## src/rtl/mpi_bridge_mc.sv

```systemverilog
// MPI bus slave: synchronises the async CPU bus into clk100m and decodes it to NCH register
// channels, with read-valid handshake/timeout, W1C interrupt aggregation and an error counter.
module mpi_bridge_mc #(
    parameter int unsigned   AW      = 25,
    parameter int unsigned   DW      = 16,
    parameter int unsigned   NCH     = 8,
    parameter int unsigned   LAW     = 12,
    parameter int unsigned   TMO     = 255,
    parameter logic [DW-1:0] VERSION = 16'h0200
) (
    input  logic              clk100m,
    input  logic              rst,
    input  logic [AW-1:0]     mpi_a,
    input  logic [DW-1:0]     mpi_din,
    output logic [DW-1:0]     mpi_dout,
    input  logic              mpi_cs,
    input  logic              mpi_wr,
    output logic              mpi_en,
    output logic              mpi_int,
    output logic [NCH-1:0]    cpu_cs,
    output logic [LAW-1:0]    cpu_addr,
    output logic [DW-1:0]     cpu_wdata,
    output logic              cpu_wen,
    output logic              cpu_ren,
    input  logic [NCH*DW-1:0] cpu_rdata,
    input  logic [NCH-1:0]    cpu_rvld,
    input  logic [NCH-1:0]    int_src
);

    localparam logic [DW-1:0] DeadVal = DW'(16'hDEAD);

    typedef enum logic [1:0] {StIdle, StStrb, StRwait, StDone} state_e;

    function automatic logic is_unmapped(input logic [AW-1:0] a);
        logic [3:0] ch;
        logic       hi;
        ch = a[LAW+3:LAW];
        hi = 1'b0;
        for (int unsigned i = LAW + 4; i <= AW - 2; i++) begin
            hi = hi | a[i];
        end
        return hi || (32'(ch) >= NCH);
    endfunction

    state_e         state_q, state_d;
    logic           cs_s1_q, cs_s2_q, cs_prev_q;
    logic           wr_s1_q, wr_s2_q;
    logic [1:0]     fill_q;
    logic           armed_q, armed_d;
    logic [AW-1:0]  a_q, a_d;
    logic [DW-1:0]  din_q, din_d;
    logic           wr_q, wr_d;
    logic [15:0]    cnt_q, cnt_d;
    logic [15:0]    err_q, err_d;
    logic [NCH-1:0] stat_q, stat_d;
    logic [NCH-1:0] mask_q, mask_d;
    logic [NCH-1:0] int_src_q;
    logic [DW-1:0]  dout_q, dout_d;
    logic           int_q, int_d;
    logic [NCH-1:0] cpu_cs_q, cpu_cs_d;
    logic [LAW-1:0] cpu_addr_q, cpu_addr_d;
    logic [DW-1:0]  cpu_wdata_q, cpu_wdata_d;
    logic           cpu_wen_q, cpu_wen_d;
    logic           cpu_ren_q, cpu_ren_d;

    logic [3:0]     ch_q;
    logic [DW-1:0]  rd_sel;
    logic           rvld_sel;
    logic [DW-1:0]  reg_rd;
    logic [NCH-1:0] clr;
    logic           start;
    logic           err_inc;

    assign ch_q = a_q[LAW+3:LAW];

    // Only a falling edge seen after cs was observed high post-reset starts an access.
    assign start = armed_q & cs_prev_q & ~cs_s2_q;

    always_comb begin
        rd_sel   = '0;
        rvld_sel = 1'b0;
        for (int unsigned k = 0; k < NCH; k++) begin
            if (ch_q == 4'(k)) begin
                rd_sel   = cpu_rdata[k*DW +: DW];
                rvld_sel = cpu_rvld[k];
            end
        end
    end

    always_comb begin
        reg_rd = '0;
        case (a_q[LAW-1:0])
            LAW'(0): reg_rd = DW'(stat_q);
            LAW'(1): reg_rd = DW'(mask_q);
            LAW'(2): reg_rd = VERSION;
            LAW'(3): reg_rd = DW'(err_q);
            default: reg_rd = '0;
        endcase
    end

    always_comb begin
        state_d     = state_q;
        armed_d     = armed_q | (fill_q[1] & cs_s2_q);
        a_d         = a_q;
        din_d       = din_q;
        wr_d        = wr_q;
        cnt_d       = cnt_q;
        err_d       = err_q;
        mask_d      = mask_q;
        dout_d      = dout_q;
        cpu_cs_d    = '0;
        cpu_addr_d  = '0;
        cpu_wdata_d = '0;
        cpu_wen_d   = 1'b0;
        cpu_ren_d   = 1'b0;
        clr         = '0;
        err_inc     = 1'b0;

        unique case (state_q)
            StIdle: begin
                if (start) begin
                    a_d   = mpi_a;
                    din_d = mpi_din;
                    wr_d  = wr_s2_q;
                    if (mpi_a[AW-1]) begin
                        state_d = StStrb;
                    end else if (is_unmapped(mpi_a)) begin
                        err_inc = 1'b1;
                        if (!wr_s2_q) dout_d = DeadVal;
                        state_d = StDone;
                    end else begin
                        cpu_cs_d    = NCH'(1) << mpi_a[LAW+3:LAW];
                        cpu_addr_d  = mpi_a[LAW-1:0];
                        cpu_wdata_d = mpi_din;
                        cpu_wen_d   = wr_s2_q;
                        cpu_ren_d   = ~wr_s2_q;
                        state_d     = StStrb;
                    end
                end
            end
            StStrb: begin
                state_d = StDone;
                if (a_q[AW-1]) begin
                    if (wr_q) begin
                        case (a_q[LAW-1:0])
                            LAW'(0): clr    = din_q[NCH-1:0];
                            LAW'(1): mask_d = din_q[NCH-1:0];
                            LAW'(3): err_d  = '0;
                            default: ;
                        endcase
                    end else begin
                        dout_d = reg_rd;
                    end
                end else if (!wr_q) begin
                    if (rvld_sel) begin
                        dout_d = rd_sel;
                    end else begin
                        cnt_d   = '0;
                        state_d = StRwait;
                    end
                end
            end
            StRwait: begin
                if (rvld_sel) begin
                    dout_d  = rd_sel;
                    state_d = StDone;
                end else if (cnt_q == 16'(TMO - 1)) begin
                    dout_d  = DeadVal;
                    err_inc = 1'b1;
                    state_d = StDone;
                end else begin
                    cnt_d = cnt_q + 16'd1;
                end
            end
            StDone: begin
                if (cs_s2_q) state_d = StIdle;
            end
            default: state_d = StIdle;
        endcase

        if (err_inc && (err_q != 16'hFFFF)) err_d = err_q + 16'd1;

        // A new rising edge in the same cycle as a W1C clear keeps the bit set.
        stat_d = (stat_q & ~clr) | (int_src & ~int_src_q);
        int_d  = |(stat_q & mask_q);
    end

    always_ff @(posedge clk100m or negedge rst) begin
        if (!rst) begin
            state_q     <= StIdle;
            cs_s1_q     <= 1'b1;
            cs_s2_q     <= 1'b1;
            cs_prev_q   <= 1'b1;
            wr_s1_q     <= 1'b0;
            wr_s2_q     <= 1'b0;
            fill_q      <= '0;
            armed_q     <= 1'b0;
            a_q         <= '0;
            din_q       <= '0;
            wr_q        <= 1'b0;
            cnt_q       <= '0;
            err_q       <= '0;
            stat_q      <= '0;
            mask_q      <= '0;
            int_src_q   <= '0;
            dout_q      <= '0;
            int_q       <= 1'b0;
            cpu_cs_q    <= '0;
            cpu_addr_q  <= '0;
            cpu_wdata_q <= '0;
            cpu_wen_q   <= 1'b0;
            cpu_ren_q   <= 1'b0;
        end else begin
            state_q     <= state_d;
            cs_s1_q     <= mpi_cs;
            cs_s2_q     <= cs_s1_q;
            cs_prev_q   <= cs_s2_q;
            wr_s1_q     <= mpi_wr;
            wr_s2_q     <= wr_s1_q;
            fill_q      <= {fill_q[0], 1'b1};
            armed_q     <= armed_d;
            a_q         <= a_d;
            din_q       <= din_d;
            wr_q        <= wr_d;
            cnt_q       <= cnt_d;
            err_q       <= err_d;
            stat_q      <= stat_d;
            mask_q      <= mask_d;
            int_src_q   <= int_src;
            dout_q      <= dout_d;
            int_q       <= int_d;
            cpu_cs_q    <= cpu_cs_d;
            cpu_addr_q  <= cpu_addr_d;
            cpu_wdata_q <= cpu_wdata_d;
            cpu_wen_q   <= cpu_wen_d;
            cpu_ren_q   <= cpu_ren_d;
        end
    end

    assign mpi_dout  = dout_q;
    assign mpi_en    = (state_q == StDone);
    assign mpi_int   = int_q;
    assign cpu_cs    = cpu_cs_q;
    assign cpu_addr  = cpu_addr_q;
    assign cpu_wdata = cpu_wdata_q;
    assign cpu_wen   = cpu_wen_q;
    assign cpu_ren   = cpu_ren_q;

endmodule

```

## config.mk

```make
export PLATFORM = sky130hd
export DESIGN_NAME = mpi_bridge_mc
export DESIGN_NICKNAME = d
export VERILOG_FILES = /design/src/rtl/mpi_bridge_mc.sv
export SDC_FILE = /design/constraint.sdc
export NUM_CORES = 1
export LEC_CHECK = 0
export ABC_AREA = 1
export CORE_MARGIN = 5
export CORE_UTILIZATION = 52
export CTS_CLUSTER_DIAMETER = 50
export DETAILED_ROUTE_END_ITERATION = 10
export PLACE_DENSITY = 0.87
export SLEW_MARGIN = 0
export SYNTH_ARGS = -nofsm -noshare
export SYNTH_HDL_FRONTEND = slang
export SYNTH_SLANG_ARGS = --single-unit
```

## constraint.sdc

```tcl
create_clock -name clk100m -period 5.25 [get_ports clk100m]
set_clock_uncertainty 0.15 [all_clocks]
set_input_delay 1.05 -clock clk100m [delete_from_list [all_inputs] [get_ports clk100m]]
set_output_delay 1.05 -clock clk100m [all_outputs]
set_load 0.1 [all_outputs]
```

==> summary.txt <==
Hold crit path type -> reg2reg
Kind of critical path -> reg2out
Hold Path Cell Cnt -> 0
Clock Sinks -> 147
Final Hold Violating Endpoints -> 0
GR met3 Demand/Resource -> 0.0747
Layout cell share with drive strength beyond 1 -> 0.0586
Die footprint -> 18,400 µm²
Part of the cycle the worst path needs -> 0.654
Resized cells post-CTS -> 0
Library cells used by synthesis -> 40
Synthesized Nets -> 1,310
Num CTS Buffers -> 17
Drt wl/cell -> 16.7 µm
Antenna cells -> 0
Pint -> 2.85 mW
FFs w/ async S/R, synth -> 1.00
Post-layout minimum cycle time -> 3.43 ns
Main synth FF type -> dfrtp_1
Remaining Overflow, GRT -> 0
Worst Path Arrival -> 2.23 ns
I/O Buffers -> 244
Starting Density -> 0.523
Synthesized flop and latch total -> 147
Clock share of power -> 0.234
RSZ-0062 raised after global routing -> false
Busiest grt layer -> met2
Sw Pwr -> 2.58 mW
DIE WIDTH -> 136 µm
GP Congestion -> 0.960
R2R Setup Slk -> 1.82 ns
Pwr Total -> 5.43 mW
Post-route cell area -> 11,400 µm²
Worst slack, placed -> 1.74 ns
Die Ht -> 136 µm
M2 GR Usage -> 0.499
P_leak -> 5.27 nW
Placed standard-cell area -> 10,700 µm²
Finished Layout Cells -> 1,563
Hold Buf Count CTS -> 0
First-pass GRT wire length -> 40,800 µm
Core ar. -> 15,700 µm²
Outcome -> finished, final reports clean
Depth of the CTS H-tree -> 4
Most common cell in the synthesized netlist -> nand2_1
Fmax -> 291 MHz
DRC -> 0
Post-DP HPWL -> 19,500 µm
Post-synth EDFFs -> 0
Post-Syn Area -> 8220 µm²
Sequential power share -> 0.279
Total track usage -> 0.282
VDD IR max -> 0.387 mV
Rel. slew slack -> 0.304
Max-cap violation count -> 0
CP Max Fanout -> 5
CP Data Required Time -> 4.05 ns
Slew @ Worst Pin -> 1.04 ns
Area delta synth->final -> 38.2%
Vias in the first global route -> 8,234
Initial antenna violation count -> 0
Synthesis warning total -> 0
Post-CTS setup buffers -> 0
Worst-path clk slew -> 0.06 ns
Met1 Use GR -> 0.326
Skew-Pair Late Insertion Delay -> 0.42 ns
Register area share after synthesis -> 0.448
Clock Tree Buf Depth -> 2
DRT iter0 DRCs -> 794
Ranking of synthesized cells by area -> dfrtp_1 (44%), nand2_1 (14%), nand3_1 (9.7%)
Final setup TNS -> 0 ns
Syn Area/Cell -> 7.38 µm²
Final nets -> 1,531
Most instantiated cells after synthesis -> nand2_1 (301), nand3_1 (159), dfrtp_1 (144)
Sw frac -> 0.475
Startpoint types -> register
Final ANT Viol Nets -> 0
Endpoints failing setup -> 0
Worst setup slack after layout -> 1.82 ns
Drt pass-1 iters -> 6
Cell taking the most area after synthesis -> dfrtp_1
I/O pins -> 245
DR vias -> 8,344
Pin count of the biggest net entering global routing -> 55
PwrDens -> 478 nW/µm²
Vias/cell -> 5.34
FILL cells -> 1,165
Setup crit end kind -> primary output
Slew Viols, Final -> 0
Fin util -> 0.723
Fin Hold WS -> 0.201 ns
Comb pwr share -> 0.486
Gate Count Post-Synth -> 1,114
Top cell type's share of synthesized area -> 0.438
Reg2reg path depth -> 12
CTS tree -> built
Root Driver -> clkbuf_16
Routed wire length -> 26,100 µm
Placed insts -> 1,532
Row count -> 46
-- layout make-up --
cell class              instances  area [µm²]  area share
multi-input cells             791        3820       0.336
clock buffers                  17         425      0.0374
inverters                     128         485      0.0427
flip-flops and latches        147        3680       0.324
well taps                     216         270      0.0238
clock inverters                14         190      0.0167
repair buffers                250        2490       0.219
-- power by group through the flow --
stage	Combinational, mW	Clock (mW)	Sequential [mW]
finish	2.64	1.27	1.52
global route	2.88	1.34	1.54
CTS	2.63	1.28	1.51
detailed placement	2.61	0	1.53
global placement	2.56	0	1.52
floorplan	1.54	0	1.89
-- per-layer routing --
layer  routed length (µm)  share of wire  vias up
met5                    0              0        -
met4                  962          0.037        0
met3                 2310          0.089       62
met2                12900           0.50      386
met1                 9890           0.38     3854
li1                     -              -     4042
-- sequential cells by signal, summed over array words and instances (netlist names), 2 cells and up --
| register | count |
|---|---|
| stat_q | 8 |
| int_src_q | 8 |
| cpu_addr | 12 |
| cnt_q | 16 |
| fill_q | 2 |
| cpu_wdata | 16 |
| mpi_dout | 16 |
| a_q | 17 |
| din_q | 8 |
| mask_q | 8 |
| cpu_cs | 8 |
| err_q | 16 |
| state_q | 2 |
-- cell families (layout without fill, tap and decap cells) --
logic type      count (synthesis)  after routing  share of synthesized area
simple gates                  671            671                      0.370
buf+inv                       176            409                     0.0883
flops                         147            147                      0.448
compound gates                 95             95                     0.0647
xor+xnor                       17             17                     0.0181
fa+ha+maj                       7              7                     0.0107
other cells                     1              1                   0.000456
-- final timing paths --
path / from / to
max reg2reg: a_q[14] / mpi_dout[10]
max in group asynchronous: rst / err_q[4]
min reg2reg: fill_q[0] / fill_q[1]
min: fill_q[0] / fill_q[1]
max: state_q[0] / mpi_en
min in group asynchronous: rst / mpi_dout[7]
-- placed cells by master (no fill, tap or decap), types with 3 or more instances in the layout --
| master | count |
|---|---|
| a21oi_1 | 11 |
| buf_4 | 6 |
| bufinv_16 | 3 |
| clkbuf_16 | 17 |
| clkdlybuf4s50_1 | 243 |
| dfrtp_1 | 144 |
| dfstp_2 | 3 |
| ha_1 | 7 |
| inv_1 | 119 |
| inv_2 | 7 |
| inv_6 | 5 |
| inv_8 | 3 |
| nand2_1 | 301 |
| nand2_2 | 4 |
| nand2_4 | 4 |
| nand3_1 | 159 |
| nand4_1 | 36 |
| nor2_1 | 107 |
| nor2_2 | 4 |
| nor2_8 | 4 |
| nor3_1 | 34 |
| nor3_2 | 5 |
| nor4_1 | 3 |
| o21ai_0 | 66 |
| o31ai_1 | 8 |
| or2_2 | 3 |
| xor2_1 | 15 |
-- worst max-delay path, stage by stage, from the launching register on --
cell	delay (ns)
dfrtp_1	0.43
ha_1	0.20
clkdlybuf4s50_1	1.18
Power figures use the tool's default switching activity.
